[config.mk]
export PLATFORM = sky130hd
export DESIGN_NAME = vga_vram_arbiter
export DESIGN_NICKNAME = d
export VERILOG_FILES = /design/src/rtl/vga_vram_arbiter.sv
export SDC_FILE = /design/constraint.sdc
export NUM_CORES = 1
export LEC_CHECK = 0
export BUFFER_PORTS_ARGS = -buffer_cell sky130_fd_sc_hd__buf_4
export CORE_ASPECT_RATIO = 0.8
export CORE_MARGIN = 4
export CORE_UTILIZATION = 50
export CTS_BUF_LIST = sky130_fd_sc_hd__clkbuf_8
export DETAILED_ROUTE_END_ITERATION = 8
export PLACE_DENSITY = 0.78
export SETUP_SLACK_MARGIN = 0.2
export SLEW_MARGIN = 20
export SYNTH_ARGS = -nofsm -noshare
export SYNTH_HDL_FRONTEND = slang
export SYNTH_SLANG_ARGS = --single-unit
[constraint.sdc]
create_clock -name clock -period 2.9 [get_ports clock]
set_input_delay 0.29 -clock clock [delete_from_list [all_inputs] [get_ports clock]]
set_output_delay 0.29 -clock clock [all_outputs]
set_load 0.02 [all_outputs]
[src/rtl/vga_vram_arbiter.sv]
// ---------------------------------------------------------------------------
// vga_vram_arbiter
//
// Shares one single-port video RAM between the VGA scanout fetch path and the
// AVR CPU bus. Video reads normally win; a starvation counter forces a CPU
// slot after STARVE consecutive video-won cycles with the CPU waiting. Video
// requests are buffered in a 2-entry FIFO so a CPU slot delays rather than
// drops them.
//
// Timeline for a slot decided in cycle N:
//   N   : slot chosen from registered FIFO / arbiter state
//   N+1 : mem_addr / mem_we / mem_wdata driven (registered)
//   N+2 : mem_rdata valid from the VRAM, captured at the end of the cycle
//   N+3 : vid_valid or cpu_ack pulses with the captured data
//
// Optional feature (compile-time macro VGA_ARB_STATS_EN):
//   defined     -> stat_wait counts CPU-denied cycles, saturating at 0xFFFF
//   not defined -> stat_wait is tied to 0 and no counter exists
//
// Ports:
//   clock      system clock
//   reset_n    synchronous, active-low reset
//   vid_req    one-cycle pulse requesting a video read of vid_addr
//   vid_addr   video read address
//   vid_valid  one-cycle pulse, vid_rdata valid
//   vid_rdata  video read data (held until the next vid_valid)
//   vid_ovf    sticky flag: a video request was dropped (FIFO full)
//   cpu_req    CPU request level, held until cpu_ack
//   cpu_we     1 = write, 0 = read
//   cpu_addr   CPU address
//   cpu_wdata  CPU write data
//   cpu_ack    one-cycle pulse, CPU op complete
//   cpu_rdata  CPU read data (updated on read acks only)
//   mem_addr   VRAM address (registered)
//   mem_we     VRAM write strobe (registered)
//   mem_wdata  VRAM write data (registered)
//   mem_rdata  VRAM read data, valid the cycle after mem_addr
//   stat_wait  CPU wait statistic
// ---------------------------------------------------------------------------
module vga_vram_arbiter #(
    parameter int AW     = 16,
    parameter int DW     = 8,
    parameter int STARVE = 4
) (
    input  logic          clock,
    input  logic          reset_n,
    input  logic          vid_req,
    input  logic [AW-1:0] vid_addr,
    output logic          vid_valid,
    output logic [DW-1:0] vid_rdata,
    output logic          vid_ovf,
    input  logic          cpu_req,
    input  logic          cpu_we,
    input  logic [AW-1:0] cpu_addr,
    input  logic [DW-1:0] cpu_wdata,
    output logic          cpu_ack,
    output logic [DW-1:0] cpu_rdata,
    output logic [AW-1:0] mem_addr,
    output logic          mem_we,
    output logic [DW-1:0] mem_wdata,
    input  logic [DW-1:0] mem_rdata,
    output logic [15:0]   stat_wait
);

    // Width of the starvation counter; it never needs to exceed STARVE.
    localparam int SW = $clog2(STARVE + 1);
    localparam logic [SW-1:0] STARVE_MAX = SW'(STARVE);

    // Slot kinds chosen each cycle.
    localparam logic [1:0] SLOT_IDLE = 2'd0;
    localparam logic [1:0] SLOT_VID  = 2'd1;
    localparam logic [1:0] SLOT_CPU  = 2'd2;

    // Video FIFO state
    logic [AW-1:0] fifo_mem_r [0:1];
    logic          rd_ptr_r;
    logic          wr_ptr_r;
    logic [1:0]    fifo_cnt_r;
    logic [1:0]    fifo_cnt_nxt_s;

    // Arbiter state
    logic [SW-1:0] starve_r;
    logic          pending_r;

    // Issue / return pipeline tracking
    logic          iss_vld_r;
    logic          iss_cpu_r;
    logic          ret_vld_r;
    logic          ret_cpu_r;
    logic          ret_we_r;

    // Output registers
    logic [AW-1:0] mem_addr_r;
    logic          mem_we_r;
    logic [DW-1:0] mem_wdata_r;
    logic          vid_valid_r;
    logic [DW-1:0] vid_rdata_r;
    logic          vid_ovf_r;
    logic          cpu_ack_r;
    logic [DW-1:0] cpu_rdata_r;

    // Combinational decision signals
    logic          cpu_elig_s;
    logic          fifo_empty_s;
    logic          fifo_full_s;
    logic          starved_s;
    logic [1:0]    slot_s;
    logic          pop_s;
    logic          push_ok_s;
    logic          drop_s;

    // Slot decision from registered FIFO and arbiter state only
    always_comb begin
        cpu_elig_s   = cpu_req & ~pending_r;
        fifo_empty_s = (fifo_cnt_r == 2'd0);
        fifo_full_s  = (fifo_cnt_r == 2'd2);
        starved_s    = (starve_r >= STARVE_MAX);
        slot_s       = SLOT_IDLE;
        if (cpu_elig_s && (fifo_empty_s || starved_s)) begin
            slot_s = SLOT_CPU;
        end else if (!fifo_empty_s) begin
            slot_s = SLOT_VID;
        end else begin
            slot_s = SLOT_IDLE;
        end
    end

    // FIFO push/pop qualification; a push into a full FIFO is only legal
    // when the head is popped in the same cycle.
    always_comb begin
        pop_s     = (slot_s == SLOT_VID);
        push_ok_s = 1'b0;
        drop_s    = 1'b0;
        if (vid_req) begin
            if (fifo_full_s && !pop_s) begin
                drop_s = 1'b1;
            end else begin
                push_ok_s = 1'b1;
            end
        end else begin
            push_ok_s = 1'b0;
        end
    end

    // Next FIFO occupancy
    always_comb begin
        fifo_cnt_nxt_s = fifo_cnt_r;
        case ({push_ok_s, pop_s})
            2'b10:   fifo_cnt_nxt_s = fifo_cnt_r + 2'd1;
            2'b01:   fifo_cnt_nxt_s = fifo_cnt_r - 2'd1;
            default: fifo_cnt_nxt_s = fifo_cnt_r;
        endcase
    end

    // Video FIFO storage, pointers and sticky overflow flag
    always_ff @(posedge clock) begin
        if (!reset_n) begin
            fifo_mem_r[0] <= {AW{1'b0}};
            fifo_mem_r[1] <= {AW{1'b0}};
            rd_ptr_r      <= 1'b0;
            wr_ptr_r      <= 1'b0;
            fifo_cnt_r    <= 2'd0;
            vid_ovf_r     <= 1'b0;
        end else begin
            // When full with a simultaneous pop, wr_ptr equals rd_ptr: the
            // head is read combinationally this cycle before being overwritten.
            if (push_ok_s) begin
                fifo_mem_r[wr_ptr_r] <= vid_addr;
                wr_ptr_r             <= ~wr_ptr_r;
            end
            if (pop_s) begin
                rd_ptr_r <= ~rd_ptr_r;
            end
            fifo_cnt_r <= fifo_cnt_nxt_s;
            if (drop_s) begin
                vid_ovf_r <= 1'b1;
            end
        end
    end

    // Starvation counter and CPU pending flag
    always_ff @(posedge clock) begin
        if (!reset_n) begin
            starve_r  <= {SW{1'b0}};
            pending_r <= 1'b0;
        end else begin
            if (slot_s == SLOT_CPU) begin
                starve_r <= {SW{1'b0}};
            end else if ((slot_s == SLOT_VID) && cpu_elig_s && !starved_s) begin
                starve_r <= starve_r + {{(SW-1){1'b0}}, 1'b1};
            end
            // Pending stays high through the ack cycle so the still-asserted
            // cpu_req of the finished op is not mistaken for a new request.
            if (slot_s == SLOT_CPU) begin
                pending_r <= 1'b1;
            end else if (cpu_ack_r) begin
                pending_r <= 1'b0;
            end
        end
    end

    // Issue stage: drive the VRAM port for the slot decided last cycle
    always_ff @(posedge clock) begin
        if (!reset_n) begin
            mem_addr_r  <= {AW{1'b0}};
            mem_we_r    <= 1'b0;
            mem_wdata_r <= {DW{1'b0}};
            iss_vld_r   <= 1'b0;
            iss_cpu_r   <= 1'b0;
        end else begin
            case (slot_s)
                SLOT_CPU: begin
                    mem_addr_r <= cpu_addr;
                    mem_we_r   <= cpu_we;
                    if (cpu_we) begin
                        mem_wdata_r <= cpu_wdata;
                    end
                    iss_vld_r  <= 1'b1;
                    iss_cpu_r  <= 1'b1;
                end
                SLOT_VID: begin
                    mem_addr_r <= fifo_mem_r[rd_ptr_r];
                    mem_we_r   <= 1'b0;
                    iss_vld_r  <= 1'b1;
                    iss_cpu_r  <= 1'b0;
                end
                default: begin
                    // Idle: address holds, no strobe
                    mem_we_r   <= 1'b0;
                    iss_vld_r  <= 1'b0;
                    iss_cpu_r  <= 1'b0;
                end
            endcase
        end
    end

    // Return stage: remember who owns the data arriving on mem_rdata
    always_ff @(posedge clock) begin
        if (!reset_n) begin
            ret_vld_r <= 1'b0;
            ret_cpu_r <= 1'b0;
            ret_we_r  <= 1'b0;
        end else begin
            ret_vld_r <= iss_vld_r;
            ret_cpu_r <= iss_cpu_r;
            ret_we_r  <= mem_we_r;
        end
    end

    // Response registers: capture mem_rdata and pulse the owning side
    always_ff @(posedge clock) begin
        if (!reset_n) begin
            vid_valid_r <= 1'b0;
            vid_rdata_r <= {DW{1'b0}};
            cpu_ack_r   <= 1'b0;
            cpu_rdata_r <= {DW{1'b0}};
        end else begin
            vid_valid_r <= ret_vld_r & ~ret_cpu_r;
            cpu_ack_r   <= ret_vld_r & ret_cpu_r;
            if (ret_vld_r && !ret_cpu_r) begin
                vid_rdata_r <= mem_rdata;
            end
            // Writes ack without disturbing the last read value
            if (ret_vld_r && ret_cpu_r && !ret_we_r) begin
                cpu_rdata_r <= mem_rdata;
            end
        end
    end

`ifdef VGA_ARB_STATS_EN
    logic [15:0] stat_wait_r;

    // Count cycles the CPU asked, was not pending, and got no slot
    always_ff @(posedge clock) begin
        if (!reset_n) begin
            stat_wait_r <= 16'd0;
        end else if (cpu_req && !pending_r && (slot_s != SLOT_CPU)
                     && (stat_wait_r != 16'hFFFF)) begin
            stat_wait_r <= stat_wait_r + 16'd1;
        end
    end

    assign stat_wait = stat_wait_r;
`else
    assign stat_wait = 16'd0;
`endif

    assign mem_addr  = mem_addr_r;
    assign mem_we    = mem_we_r;
    assign mem_wdata = mem_wdata_r;
    assign vid_valid = vid_valid_r;
    assign vid_rdata = vid_rdata_r;
    assign vid_ovf   = vid_ovf_r;
    assign cpu_ack   = cpu_ack_r;
    assign cpu_rdata = cpu_rdata_r;

endmodule

# Word-level counts from Yosys, hierarchy flattened
# Memories as Yosys holds them, arrays and structs flattened. A register that Yosys moved wholly into a read port is not among the register bits.
# Cells that the tools add are included.
[op_classes]
add_sub_neg = 3
order_cmp = 1
eq_ne = 5
muxes = 21
n_bitwise = 8
n_reduce_logical = 21
[op_table]
columns = ["operator", "n"]
rows = [
  ["$pmux 16 s2", 1],
  ["$mux 1", 17],
  ["$mux 16", 1],
  ["$reduce_or 16->1", 1],
  ["$logic_and 1x1->1", 7],
  ["$eq 2x2->1 const B", 3],
  ["$reduce_bool 2->1", 3],
  ["$not 1->1", 5],
  ["$eq 2x1->1 const B", 2],
  ["$logic_not 1->1", 4],
  ["$pmux 2 s2", 1],
  ["$reduce_and 2->1", 2],
  ["$reduce_or 2->1", 2],
  ["$add 3x1->3 const B", 1],
  ["$and 1x1->1", 3],
  ["$ge 3x3->1 const B", 1],
  ["$add 2x1->2 const B", 1],
  ["$logic_not 2->1", 1],
  ["$mux 2", 1],
  ["$sub 2x1->2 const B", 1],
  ["$logic_or 1x1->1", 1],
]
[totals]
register_bits = 57
ram_bits = 32
in_bits = 53
output_inout_bits = 60
word_cells = 78
memories = 1
[mem_list]
columns = ["memory", "words", "width", "rd", "rd_clocked_by_memory_dff", "wr", "line", "source"]
rows = [
  ["fifo_mem_r", 2, 16, 1, 1, 2, "75", "logic [AW-1:0] fifo_mem_r [0:1];"],
]

# Longest topological paths before layout
[depth]
word_depth = 14
ltp_mapped = 9
ltp_nobuf = 6

# Worst setup path before layout
# Ideal clock, no wire load.
[synth_path]
path_type = "register to register"
startpoint = "register pending_r"
endpoint = "memory fifo_mem_r[1][0], enable pin"
t_arrival_ns = 2.023
required_time_ns = 2.489
slack_ns = 0.465
stages_incl_launch_ff = 5
path_buffers = 1
synth_period_minus_slack_ns = 2.435
cell_sequence = "dfxtp_1 > and3b_1 > buf_6 > a21o_1 > o21ai_0"
[synth_rtl]
columns = ["item", "line", "source"]
rows = [
  ["start, declared", "83", "logic pending_r;"],
  ["start signal, assigned", "185", "pending_r <= 1'b0;"],
  ["start signal, assigned", "195", "pending_r <= 1'b1;"],
  ["start signal, assigned", "197", "pending_r <= 1'b0;"],
  ["end, declared", "75", ""],
]

# Worst setup path after layout
[layout_path]
startpoint = "register fifo_cnt_r[1]"
endpoint = "register fifo_cnt_r[1]"
[layout_between]
elab_chain_len = 11
[layout_rtl]
columns = ["item", "line", "source"]
rows = [
  ["start, declared", "78", "logic [1:0] fifo_cnt_r;"],
  ["start signal, assigned", "174", "fifo_cnt_r <= fifo_cnt_nxt_s;"],
  ["$logic_not 2->1", "115", "fifo_empty_s = (fifo_cnt_r == 2'd0);"],
  ["$logic_or 1x1->1", "119", "if (cpu_elig_s && (fifo_empty_s || starved_s)) begin"],
  ["$logic_and 1x1->1", "119", ""],
  ["$mux 2", "119", ""],
  ["$eq 2x1->1", "131", "pop_s = (slot_s == SLOT_VID);"],
  ["$logic_not 1->1", "135", "if (fifo_full_s && !pop_s) begin"],
  ["$logic_and 1x1->1", "135", ""],
  ["$mux 1", "135", ""],
  ["$mux 1", "134", "if (vid_req) begin"],
  ["$eq 2x1->1 / $eq 2x2->1 (equally long branches)", "148", "case ({push_ok_s, pop_s})"],
  ["$pmux 2 s2 / $reduce_bool 2->1 (equally long branches)", "n/a", ""],
]
# Parallel ways exist; a longest one is shown, timed or not.
# A chain may end at the register's enable or synchronous reset.

==> impl_metrics.tcl <==
set metrics [dict create \
    skew_ns 0.0117 \
    cts_buffer_depth 2 \
    gr-total-overflow 0 \
    grt_max_degree 43 \
    ios 113 \
    grt_antenna_before_repair 0 \
    leakage_nw 2.09 \
    track_usage 0.181 \
    h-tree-depth 3 \
    yosysWarningCount 0 \
    outcome "finished clean" \
    worst_slew_pin_slew_ns 0.923 \
    max_freq_ghz 0.523 \
    maxCapViolations 0 \
    routed_wirelength_mm 8.24 \
    hp-class "primary input to flip-flop" \
    async_flop_share 0 \
    ant_nets 0 \
    drc 0 \
    yosysTopAreaCell "dfxtp_1" \
    hold_buffers 0 \
    setup_viol 0 \
    hold_viol 0 \
    synthTopCellsByArea "dfxtp_1, edfxtp_1, mux2i_1" \
    grt_pass1_vias 2747 \
    drive_gt1_frac 0.273 \
    grt_pass1_wl_mm 13.2 \
    num-nets-final 502 \
    p_sw_frac 0.332 \
    place_congestion 0.777 \
    yosysMostFrequentCell "dfxtp_1" \
    wl_per_cell_um 14.8 \
    p_switching_w 0.00118 \
    rsz0062_at_grt "no" \
    worstSetupPathType "flip-flop to flip-flop" \
    synth_cell_type_count 38 \
    die_h_um 86.2 \
    synth_commonest_cells "dfxtp_1, and2_1, nand2_1" \
    cts_tree "done" \
    final-max-slew-violation-count 0 \
    drt_pre_antenna_iters 4 \
    antenna_cells 0 \
    cp.required_ns 3.16 \
    dieWidth_um 106 \
    period_share 0.659 \
    p_per_area_nw_per_um2 754 \
    crit_arrival_ns 2.17 \
    cts-root-buf "clkbuf_8" \
    stdcell_count 556 \
    cpMaxStageDelayCell "dfxtp_1" \
    seq_area_frac_synth 0.555 \
    post_cts_buffers 0 \
    clk_pin_slew_worst_paths_ns 0.08 \
    cts.repair.resized 0 \
    hpwl_mm 5.83 \
    num_rows 28 \
    initial_utilization 0.515 \
    comb_power_share 0.312 \
    clock_latency_ns 0.35 \
    path_cells "nor2b_2 -> a21o_1 -> ha_1 -> or3_1 -> a21oi_1" \
    relSlewSlack 0.384 \
    endpoint_kind "flip-flop" \
    synth_edf_count 32 \
    vias_per_cell 5.01 \
    drt_iter0_markers 140 \
    syn_area_per_cell_um2 10.6 \
    crit_path_max_incr_delay_ns 0.44 \
    synth_cells 359 \
    stdcell_area_um2 4710 \
    fillerInstances 620 \
    fp.dieArea_um2 9120 \
    internal-power_w 0.00237 \
    portBuffers 96 \
    ys.flop_type "dfxtp_1" \
    cts_made_buffers 9 \
    reg2reg_slack_ns 0.99 \
    cp_max_fo 7 \
    via_count 2788 \
    dp.cells 540 \
    holdWs_ns 0.188 \
    placed_area_um2 4520 \
    cp-start-kind "flip-flop" \
    ir_drop_uv 417 \
    fin_crit_ns 1.91 \
    core_area_um2 7430 \
    clkSinkCount 90 \
    total_power_w 0.00355 \
    yosysTopAreaCellShare 0.304 \
    netlist_area_um2 3820 \
    clock_power_share 0.233 \
    synth-seq-cells 90 \
    setup_tns_ns 0 \
    pwr-share-seq 0.455 \
    area_growth_pct 23.3 \
]
[power by group through the flow]
stage	Combinational, W	Sequential, W	Clock (W)
2_1_floorplan	0.000638	0.00174	0
3_3_place_gp	0.00109	0.00163	0
3_5_place_dp	0.00111	0.00164	0
4_1_cts	0.00111	0.00161	0.000851
5_1_grt	0.00120	0.00164	0.000903
6_report	0.00111	0.00161	0.000828
[area by class of cell]
| type | instances | area, um2 | area share |
|---|---|---|---|
| timing repair buffer | 101 | 758 | 0.161 |
| sequential | 90 | 2120 | 0.450 |
| clock buffer | 10 | 138 | 0.0292 |
| inverter | 19 | 71.3 | 0.0151 |
| multi-input combinational | 225 | 1430 | 0.304 |
| clock inverter | 6 | 57.6 | 0.0122 |
| tap | 105 | 131 | 0.0279 |
[path summary, 6_finish.rpt]
kind / startpoint / to / cells past startpoint
setup / recovery: fifo_cnt_r[1] / fifo_cnt_r[1] / 5
hold / removal: cpu_wdata[4] / mem_wdata[4] / 3
setup reg to reg: fifo_cnt_r[1] / fifo_cnt_r[1] / 5
hold reg to reg: iss_vld_r / ret_vld_r / 1
[routing by layer]
metal | wire, um | GRT usage
met1 | 3690 | 0.236
met2 | 3980 | 0.302
met3 | 548 | 0.0603
met4 | 19 | 0.0306
met5 | 0 | 0
[registers in the layout, summed over array words and instances (netlist names), 2 cells and up, named ones only]
| register | cells |
|---|---|
| fifo_mem_r | 32 |
| starve_r | 3 |
| cpu_rdata | 8 |
| mem_wdata | 8 |
| fifo_cnt_r | 2 |
| mem_addr | 16 |
| vid_rdata | 8 |
[cells in the final DEF, fill, tap and decap left out, drive strengths merged, types with 10 or more instances in the layout]
master and instances:
a21oi 16, nand3 11, nor2 16, buf 101, nand4 14, mux2i 30, conb 16, clkbuf 10
edfxtp 32, nand2 36, and2 36, inv 22, dfxtp 58, o221ai 13
[worst max-delay path: cells and delay by family (launching register included)]
family / cells / cell delay, ns
adder cells (fa/ha/maj): 1 / 0.29
AO/OA/AOI/OAI: 2 / 0.40
flip-flops: 1 / 0.44
AND/OR/NAND/NOR: 2 / 0.70
[cells by family (layout without fill, tap and decap cells)]
group                    Yosys count  count (layout)  share of synthesized area
other                              1              16                   0.000981
XOR/XNOR                           2               2                    0.00458
AO/OA/AOI/OAI                     43              43                     0.0838
adder cells (fa/ha/maj)            3               3                    0.00982
AND/OR/NAND/NOR                  128             128                      0.174
buffers and inverters             59             136                     0.0845
flip-flops                        90              90                      0.555
multiplexers                      33              33                     0.0874
[per-stage QoR]
| stage | utilization | setup WS (ns) |
|---|---|---|
| final | 0.634 | 0.989 |
| after global routing | 0.634 | 0.882 |
| after CTS | 0.634 | 0.989 |
| after detailed placement | 0.608 | 1.02 |
| after global placement | 0.608 | 1.08 |
| after floorplan | - | 0.465 |
Note: power is estimated with default switching activity, not from simulation.
